**src/rtl/traceback_engine_pkg.sv**
```systemverilog
// rtl/traceback_engine_pkg.sv - shared defaults, FSM encoding and sizing helper for the traceback engine
package traceback_engine_pkg;

    localparam int DEF_WD_STATE = 6;
    localparam int DEF_WD_COL   = 6;
    localparam int DEF_TB_DEPTH = 32;
    localparam int DEF_DEC_LEN  = 32;

    typedef enum logic [1:0] {
        IDLE   = 2'd0,
        TRACE  = 2'd1,
        DECODE = 2'd2,
        DRAIN  = 2'd3
    } tbState_e;

    // Bits needed to hold the values 0..n-1, never less than one.
    function automatic int cntWidth(input int n);
        return (n < 2) ? 1 : $clog2(n);
    endfunction

endpackage

```
**src/rtl/traceback_engine_if.sv**
```systemverilog
// rtl/traceback_engine_if.sv - start, survivor-memory and decoded-bit signals of the traceback engine
interface traceback_engine_if
    import traceback_engine_pkg::*;
#(
    parameter int WD_STATE = DEF_WD_STATE,
    parameter int WD_COL   = DEF_WD_COL
) ();

    logic                     Start;
    logic [WD_STATE-1:0]      InitState;
    logic [WD_COL-1:0]        StartCol;
    logic                     RdEn;
    logic [WD_COL-1:0]        RdAddr;
    logic [2**WD_STATE-1:0]   RdData;
    logic                     OutValid;
    logic                     OutReady;
    logic                     OutData;
    logic                     Busy;
    logic                     Done;

    modport master (
        output Start, InitState, StartCol, RdData, OutReady,
        input  RdEn, RdAddr, OutValid, OutData, Busy, Done
    );

    modport slave (
        input  Start, InitState, StartCol, RdData, OutReady,
        output RdEn, RdAddr, OutValid, OutData, Busy, Done
    );

endinterface

```
**src/rtl/traceback_engine_bit_lifo.sv**
```systemverilog
// rtl/traceback_engine_bit_lifo.sv - single-bit LIFO built as a shift register, top of stack at bit 0
module bit_lifo
    import traceback_engine_pkg::*;
#(
    parameter int DEPTH = DEF_DEC_LEN
) (
    input  logic Clock,
    input  logic Reset,
    input  logic push,
    input  logic pushBit,
    input  logic pop,
    output logic data,
    output logic empty
);

    localparam int CW = cntWidth(DEPTH + 1);

    logic [DEPTH-1:0] mem;
    logic [CW-1:0]    count;

    // Zeros shift in from the top on a pop, so an emptied stack reads back 0.
    always_ff @(posedge Clock or negedge Reset) begin
        if (!Reset) begin
            mem   <= '0;
            count <= '0;
        end else if (push) begin
            mem   <= (mem << 1) | DEPTH'(pushBit);
            count <= count + 1'b1;
        end else if (pop) begin
            mem   <= mem >> 1;
            count <= count - 1'b1;
        end
    end

    assign data  = mem[0];
    assign empty = (count == '0);

endmodule

```
**src/rtl/traceback_engine.sv**
```systemverilog
// rtl/traceback_engine.sv - Viterbi survivor-memory traceback: walks back TB_DEPTH+DEC_LEN columns
// and emits the last DEC_LEN decisions in forward time order.
module traceback_engine
    import traceback_engine_pkg::*;
#(
    parameter int WD_STATE = DEF_WD_STATE,
    parameter int WD_COL   = DEF_WD_COL,
    parameter int TB_DEPTH = DEF_TB_DEPTH,
    parameter int DEC_LEN  = DEF_DEC_LEN
) (
    input  logic               Clock,
    input  logic               Reset,
    traceback_engine_if.slave  bus
);

    localparam int TOTAL = TB_DEPTH + DEC_LEN;
    localparam int CW    = cntWidth(TOTAL);
    localparam int PW    = cntWidth(DEC_LEN);

    tbState_e            fsm;
    logic [WD_STATE-1:0] stateReg;
    logic [WD_COL-1:0]   col;
    logic                rdEn;
    logic                rdValid;
    logic                outValid;
    logic [CW-1:0]       readCnt;
    logic [CW-1:0]       stepCnt;
    logic [PW-1:0]       popCnt;

    logic                survBit;
    logic [WD_STATE-1:0] nextState;
    logic                lifoPush;
    logic                lifoPop;
    logic                lifoData;
    logic                lifoEmpty;
    logic                lastAccept;

    assign survBit    = bus.RdData[stateReg];
    assign nextState  = {stateReg[WD_STATE-2:0], survBit};
    assign lifoPush   = rdValid && (fsm == DECODE);
    assign lifoPop    = outValid && bus.OutReady && !lifoEmpty;
    assign lastAccept = lifoPop && (popCnt == PW'(DEC_LEN - 1));

    // Reads run one cycle ahead of steps; rdValid marks the cycle RdData belongs to a step.
    always_ff @(posedge Clock or negedge Reset) begin
        if (!Reset) begin
            fsm      <= IDLE;
            stateReg <= '0;
            col      <= '0;
            rdEn     <= 1'b0;
            rdValid  <= 1'b0;
            outValid <= 1'b0;
            readCnt  <= '0;
            stepCnt  <= '0;
            popCnt   <= '0;
        end else begin
            case (fsm)
                IDLE: begin
                    if (bus.Start) begin
                        fsm      <= TRACE;
                        stateReg <= bus.InitState;
                        col      <= bus.StartCol;
                        rdEn     <= 1'b1;
                        rdValid  <= 1'b0;
                        readCnt  <= '0;
                        stepCnt  <= '0;
                    end
                end
                TRACE, DECODE: begin
                    rdValid <= rdEn;
                    if (rdEn) begin
                        col     <= col - 1'b1;
                        readCnt <= readCnt + 1'b1;
                        if (readCnt == CW'(TOTAL - 1))
                            rdEn <= 1'b0;
                    end
                    if (rdValid) begin
                        stateReg <= nextState;
                        stepCnt  <= stepCnt + 1'b1;
                        if (fsm == TRACE && stepCnt == CW'(TB_DEPTH - 1))
                            fsm <= DECODE;
                        if (stepCnt == CW'(TOTAL - 1)) begin
                            fsm      <= DRAIN;
                            outValid <= 1'b1;
                            popCnt   <= '0;
                        end
                    end
                end
                DRAIN: begin
                    if (lifoPop) begin
                        popCnt <= popCnt + 1'b1;
                        if (lastAccept) begin
                            fsm      <= IDLE;
                            outValid <= 1'b0;
                        end
                    end
                end
                default: fsm <= IDLE;
            endcase
        end
    end

    bit_lifo #(
        .DEPTH (DEC_LEN)
    ) uLifo (
        .Clock   (Clock),
        .Reset   (Reset),
        .push    (lifoPush),
        .pushBit (stateReg[WD_STATE-1]),
        .pop     (lifoPop),
        .data    (lifoData),
        .empty   (lifoEmpty)
    );

    assign bus.RdEn     = rdEn;
    assign bus.RdAddr   = col;
    assign bus.OutValid = outValid;
    assign bus.OutData  = outValid & lifoData;
    assign bus.Busy     = (fsm != IDLE);
    assign bus.Done     = lastAccept;

endmodule

```
**src/flat_wrapper.sv**
```systemverilog
// flat-port wrapper written by rule: the top's interface ports become plain ports
module traceback_engine_flat import traceback_engine_pkg::*;
#(
    parameter int WD_STATE = DEF_WD_STATE,
    parameter int WD_COL   = DEF_WD_COL,
    parameter int TB_DEPTH = DEF_TB_DEPTH,
    parameter int DEC_LEN  = DEF_DEC_LEN
)
  (Clock, Reset, bus_Start, bus_InitState, bus_StartCol, bus_RdData, bus_OutReady, bus_RdEn, bus_RdAddr, bus_OutValid, bus_OutData, bus_Busy, bus_Done);
  traceback_engine_if #(.WD_STATE(WD_STATE), .WD_COL(WD_COL)) bus_i ();
  input  logic Clock;
  input  logic Reset;
  input wire logic [$bits(bus_i.Start)-1:0] bus_Start;
  input wire logic [$bits(bus_i.InitState)-1:0] bus_InitState;
  input wire logic [$bits(bus_i.StartCol)-1:0] bus_StartCol;
  input wire logic [$bits(bus_i.RdData)-1:0] bus_RdData;
  input wire logic [$bits(bus_i.OutReady)-1:0] bus_OutReady;
  output wire logic [$bits(bus_i.RdEn)-1:0] bus_RdEn;
  output wire logic [$bits(bus_i.RdAddr)-1:0] bus_RdAddr;
  output wire logic [$bits(bus_i.OutValid)-1:0] bus_OutValid;
  output wire logic [$bits(bus_i.OutData)-1:0] bus_OutData;
  output wire logic [$bits(bus_i.Busy)-1:0] bus_Busy;
  output wire logic [$bits(bus_i.Done)-1:0] bus_Done;
  assign bus_i.Start = bus_Start;
  assign bus_i.InitState = bus_InitState;
  assign bus_i.StartCol = bus_StartCol;
  assign bus_i.RdData = bus_RdData;
  assign bus_i.OutReady = bus_OutReady;
  assign bus_RdEn = bus_i.RdEn;
  assign bus_RdAddr = bus_i.RdAddr;
  assign bus_OutValid = bus_i.OutValid;
  assign bus_OutData = bus_i.OutData;
  assign bus_Busy = bus_i.Busy;
  assign bus_Done = bus_i.Done;
  traceback_engine #(.WD_STATE(WD_STATE), .WD_COL(WD_COL), .TB_DEPTH(TB_DEPTH), .DEC_LEN(DEC_LEN)) u_core (.Clock(Clock), .Reset(Reset), .bus(bus_i));
endmodule
```
**config.mk**
```make
export PLATFORM = sky130hd
export DESIGN_NAME = traceback_engine_flat
export DESIGN_NICKNAME = d
export VERILOG_FILES = /design/src/rtl/traceback_engine_pkg.sv /design/src/rtl/traceback_engine_if.sv /design/src/rtl/traceback_engine_bit_lifo.sv /design/src/rtl/traceback_engine.sv /design/src/flat_wrapper.sv
export SDC_FILE = /design/constraint.sdc
export NUM_CORES = 1
export LEC_CHECK = 0
export CORE_ASPECT_RATIO = 0.8
export CORE_MARGIN = 2
export CORE_UTILIZATION = 47
export CTS_BUF_LIST = sky130_fd_sc_hd__clkbuf_4
export DETAILED_ROUTE_END_ITERATION = 10
export PLACE_DENSITY = 0.74
export SYNTH_ARGS = -nofsm -noshare
export SYNTH_HDL_FRONTEND = slang
export SYNTH_SLANG_ARGS = --single-unit
```
**constraint.sdc**
```tcl
create_clock -name Clock -period 5.7 [get_ports Clock]
set_input_delay 1.425 -clock Clock [delete_from_list [all_inputs] [get_ports Clock]]
set_output_delay 1.425 -clock Clock [all_outputs]
set_load 0.02 [all_outputs]
```
== Word level (Yosys, flattened, before mapping) ==
Index checks and enable logic that the tools add are counted.

* Input bits: 80
* Register bits after elaboration: 72
* Output and inout bits: 11

* Reductions and logical operators: 19
* Magnitude comparators: 1
* Add/sub/neg operators: 6
* Eq/ne operators: 14
* Bitwise gates (word level): 2
* Mux-type cells: 39

{| class="wikitable"
|+ Operator list
! kind !! number
|-
| $mux W32 || 2
|-
| $mux W6 || 9
|-
| $pmux W6 S2 || 4
|-
| $or A32 B1 Y32 || 1
|-
| $add A6 B1 Y6 const B || 3
|-
| $mux W5 || 3
|-
| $eq A6 B6 Y1 const B || 2
|-
| $mux W2 || 6
|-
| $sub A6 B1 Y6 const B || 2
|-
| $pmux W5 S2 || 1
|-
| $reduce_and A5 Y1 || 2
|-
| $mux W1 || 9
|-
| $ne A2 B1 Y1 const B || 4
|-
| $reduce_bool A2 Y1 || 4
|-
| $lt A6 B7 Y1 const B || 1
|-
| $bmux W1 S6 || 1
|-
| $eq A6 B5 Y1 const B || 1
|-
| $logic_not A6 Y1 || 1
|-
| $pmux W1 S2 || 3
|-
| $pmux W2 S3 || 1
|-
| $reduce_and A3 Y1 || 2
|-
| $add A5 B1 Y5 const B || 1
|-
| $eq A5 B5 Y1 const B || 1
|-
| $logic_and A1 B1 Y1 || 5
|-
| other kinds (10) || 12
|}

== Depth between registers and ports, before layout ==
* Depth after elaboration: 7
* Gate-level depth with buffers: 12

== By module ==
From an unflattened synthesis, not the netlist that was laid out.

* Cells, all modules: 449
* Area, all modules: 4431.8 um^2

{| class="wikitable"
|+ By module, submodules not included
! module !! instances !! cells each !! area an instance (um^2)
|-
| traceback_engine || 1 || 273 || 2560.0
|-
| bit_lifo || 1 || 176 || 1871.8
|}

== Least setup slack after synthesis ==
No wires, ideal clock.

* Path kind: input to output
* From: input port bus_OutReady
* To: output port bus_Done
* Cell stages on the path: 4
* Required time: 4.275 ns
* Data arrival time: 1.936 ns
* Setup slack: 2.339 ns
* Buffers on the path: 1
* Cells stage by stage: o311a_1 > buf_2 > nand2_1 > inv_1

* Longest elaborated chain between the ends: 3

{| class="wikitable"
|+ Ends and longest elaborated chain
! element !! line !! text
|-
| start, declared || flat_wrapper.sv:17 || <nowiki>input wire logic [$bits(bus_i.OutReady)-1:0] bus_OutReady;</nowiki>
|-
| $logic_and A1 B1 Y1 (2 in series) || traceback_engine.sv:41 || <nowiki>assign lifoPop = outValid && bus.OutReady && !lifoEmpty;</nowiki>
|-
| $logic_and A1 B1 Y1 || traceback_engine.sv:42 || <nowiki>assign lastAccept = lifoPop && (popCnt == PW'(DEC_LEN - 1));</nowiki>
|-
| end, declared || flat_wrapper.sv:23 || <nowiki>output wire logic [$bits(bus_i.Done)-1:0] bus_Done;</nowiki>
|}

No other way between the ends.

== Worst setup path after layout ==
Same ends and word-level chain as after synthesis.

==> qor.csv <==
stage;metric;value;unit
route;routedWlPerCell;14.3;um
synth;syn_inst;427;
global_routing;grt_max_degree;66;
layout;area_growth;24.5;%
route;drt_iter0_drc;205;
worst_setup_path;worst_path_most_repeated_cell;clkdlybuf4s50_1;
synth;yosysWarnings;0;
route;via_per_inst;5.50;
synth;ys_seq_elements;72;
layout;final_cell_mix;clkdlybuf4s50_1, dfrtp_1, nand2_1;
worst_setup_path;critPathCaptureType;output pin;
die;die_area;0.00996;mm^2
timing;max_slew_margin;0.259;
clock_tree;clkTransAtPathRegs;0.12;ns
die;die_w;111;um
layout;final_common_cell;clkdlybuf4s50_1;
route;wl;8910;um
place;port_buffers;90;
layout;nets;600;
layout;seqCellArea;0.00180;mm^2
power_and_ir_drop;p_per_area;225;mW/mm^2
route;drc;0;
synth;synth.distinct_cells;45;
synth;syn_nets;522;
worst_setup_path;worstPathMaxFanout;7;
layout;antenna_cells;0;
global_routing;use_met1;0.251;
power_and_ir_drop;p_total;1.21;mW
clock_tree;cts_hold_buf;0;
worst_setup_path;arrival;3.13;ns
clock_tree;cts.sink_count;72;
worst_setup_path;cp.required;4.28;ns
clock_tree;clk_latency;0.43;ns
global_routing;grtUsageMet3;0.0443;
die;fp-row-count;31;
global_routing;overflow;0;
layout;drive_gt1_frac;0.0686;
worst_setup_path;start_kind;input pin;
die;start_util;0.479;
route;ant_nets;0;
worst_setup_path;crit_slowest_cell;clkdlybuf4s50_1;
place;dpl_worst_slack;1.13;ns
timing;fmax;219;MHz
layout;multi_input_area;0.00234;mm^2
outcome;outcome;finished clean;
route;first_pass_iters;4;
die;fp.dieH;89.7;um
timing;rsz0062_at_grt;no;
timing;finalSetupTns;0;ns
synth;ys_seq_area_frac;0.418;
die;core;0.00900;mm^2
synth;synthesis.area;0.00431;mm^2
layout;n_fill_cell;755;
worst_setup_path;slowest_delay;0.61;ns
clock_tree;cts_tree;done;
clock_tree;cts_resized;0;
die;pin_count;91;
synth;async_flop_share;1.00;
clock_tree;cts_buffer_depth;2;
timing;slew_viol_final;0;
global_routing;grtUsageTotal;0.189;
clock_tree;h-tree-depth;3;
flow_run;maxCapViolCount;0;
timing;fin_crit_sh;0.800;
global_routing;busiest_layer;met2;
min_path;worstHoldPathType;reg2reg;
timing;skew;0.0305;ns
route;num_vias;3436;
global_routing;grt_pass1_vias;3333;
worst_setup_path;path_cells;clkdlybuf4s50_1 -> o311a_1 -> nand2_1 -> inv_1 -> clkdlybuf4s50_1;
global_routing;grtUsageMet2;0.327;
worst_setup_path;critPathKind;in2out;
place;gp_congestion;0.806;
clock_tree;post-cts-setup-buffers;0;
synth;synth_area_per_cell;10.1;um^2
timing;final.setup.worst_slack;1.14;ns
timing;period_minus_slack;4.56;ns
clock_tree;cts_root_buf;clkbuf_4;
global_routing;grt_antenna_before_repair;0;
synth;synth_edf_count;0;
timing;hold_viol;0;
power_and_ir_drop;power.leakage;2.33;nW
global_routing;grt_pass1_wl;15400;um
clock_tree;cts_made_buffers;9;
synth;synthFlopType;dfrtp_1;
place;hpwl;6530;um
power_and_ir_drop;irDropWorstVdd;0.000178;V
timing;worst_slew_pin_slew;1.10;ns
timing;finalSetupViolCount;0;
## where the power goes
group	internal, mW	switching (mW)
combinational	0.164	0.117
sequential	0.578	0.0623
clock	0.0969	0.190
## synth_stat cells, types with 4 or more instances
cell type / count / share of area
nand2_1: 69 / 0.060
o21ai_0: 54 / 0.063
inv_1: 11 / 0.0096
dfrtp_1: 72 / 0.42
a21oi_1: 20 / 0.023
ha_1: 14 / 0.041
nand4_1: 4 / 0.0058
a22oi_1: 4 / 0.0070
nor2_1: 23 / 0.020
xor2_1: 6 / 0.012
mux2i_1: 45 / 0.10
mux4_2: 8 / 0.042
clkbuf_1: 19 / 0.017
nand3_1: 7 / 0.0081
o21ai_1: 5 / 0.0058
o22ai_1: 5 / 0.0073
mux4_1: 10 / 0.061
nor3_1: 9 / 0.010
## kinds of logic after synthesis
logic type / after synthesis / share of synthesized area
adder cells (fa/ha/maj): 15 / 0.0453
AND/OR/NAND/NOR: 125 / 0.126
buffers and inverters: 37 / 0.0392
AO/OA/AOI/OAI: 103 / 0.138
multiplexers: 66 / 0.215
XOR/XNOR: 9 / 0.0183
flip-flops: 72 / 0.418
## final timing paths
check	startpoint	end	slack, ns	cells past startpoint
max in group asynchronous	Reset	u_core.uLifo.mem[23]	3.57	2
min in group asynchronous	Reset	u_core.uLifo.count[0]	1.19	1
setup / recovery	bus_OutReady	bus_Done	1.14	5
setup reg to reg	u_core.fsm[0]	u_core.stepCnt[4]	2.54	8
hold reg to reg	u_core.uLifo.mem[23]	u_core.uLifo.mem[24]	0.50	2
hold / removal	u_core.uLifo.mem[23]	u_core.uLifo.mem[24]	0.50	2
## per-stage QoR
step	hold WS (ns)	utilization	cell area (um^2)	std cells
finish	0.495	0.596	5370	625
global route	0.506	0.596	5370	625
CTS	0.498	0.596	5370	625
detailed placement	0.478	0.583	5250	609
global placement	0.470	0.583	5250	609
floorplan	0.437	-	4310	427
## worst max-delay path, delay by kind of cell
family                 cells  cell delay (ns)
buffers and inverters      3             1.20
AO/OA/AOI/OAI              1             0.36
AND/OR/NAND/NOR            1             0.15
## area by class of cell
cell class	instances	area share
repair buffers	93	0.171
clock inverters	6	0.00839
well taps	115	0.0268
inverters	11	0.00769
multi-input cells	318	0.436
flip-flops and latches	72	0.336
clock buffers	10	0.0140
## state kept, by name, summed over array words and instances (netlist names)
register,cells
u_core.bus.OutValid,1
u_core.bus.RdAddr,6
u_core.bus.RdEn,1
u_core.fsm,2
u_core.popCnt,5
u_core.rdValid,1
u_core.readCnt,6
u_core.stateReg,6
u_core.stepCnt,6
u_core.uLifo.count,6
u_core.uLifo.mem,32
## per-layer routing
layer  vias to the layer above  routed length, um  part of all wire
li1                       1706                  -                 -
met1                      1638               4220              0.47
met2                        84               4260              0.48
met3                         8                367             0.041
met4                         0                 67            0.0075
met5                         -                  0                 0
Power figures use the tool's default switching activity.
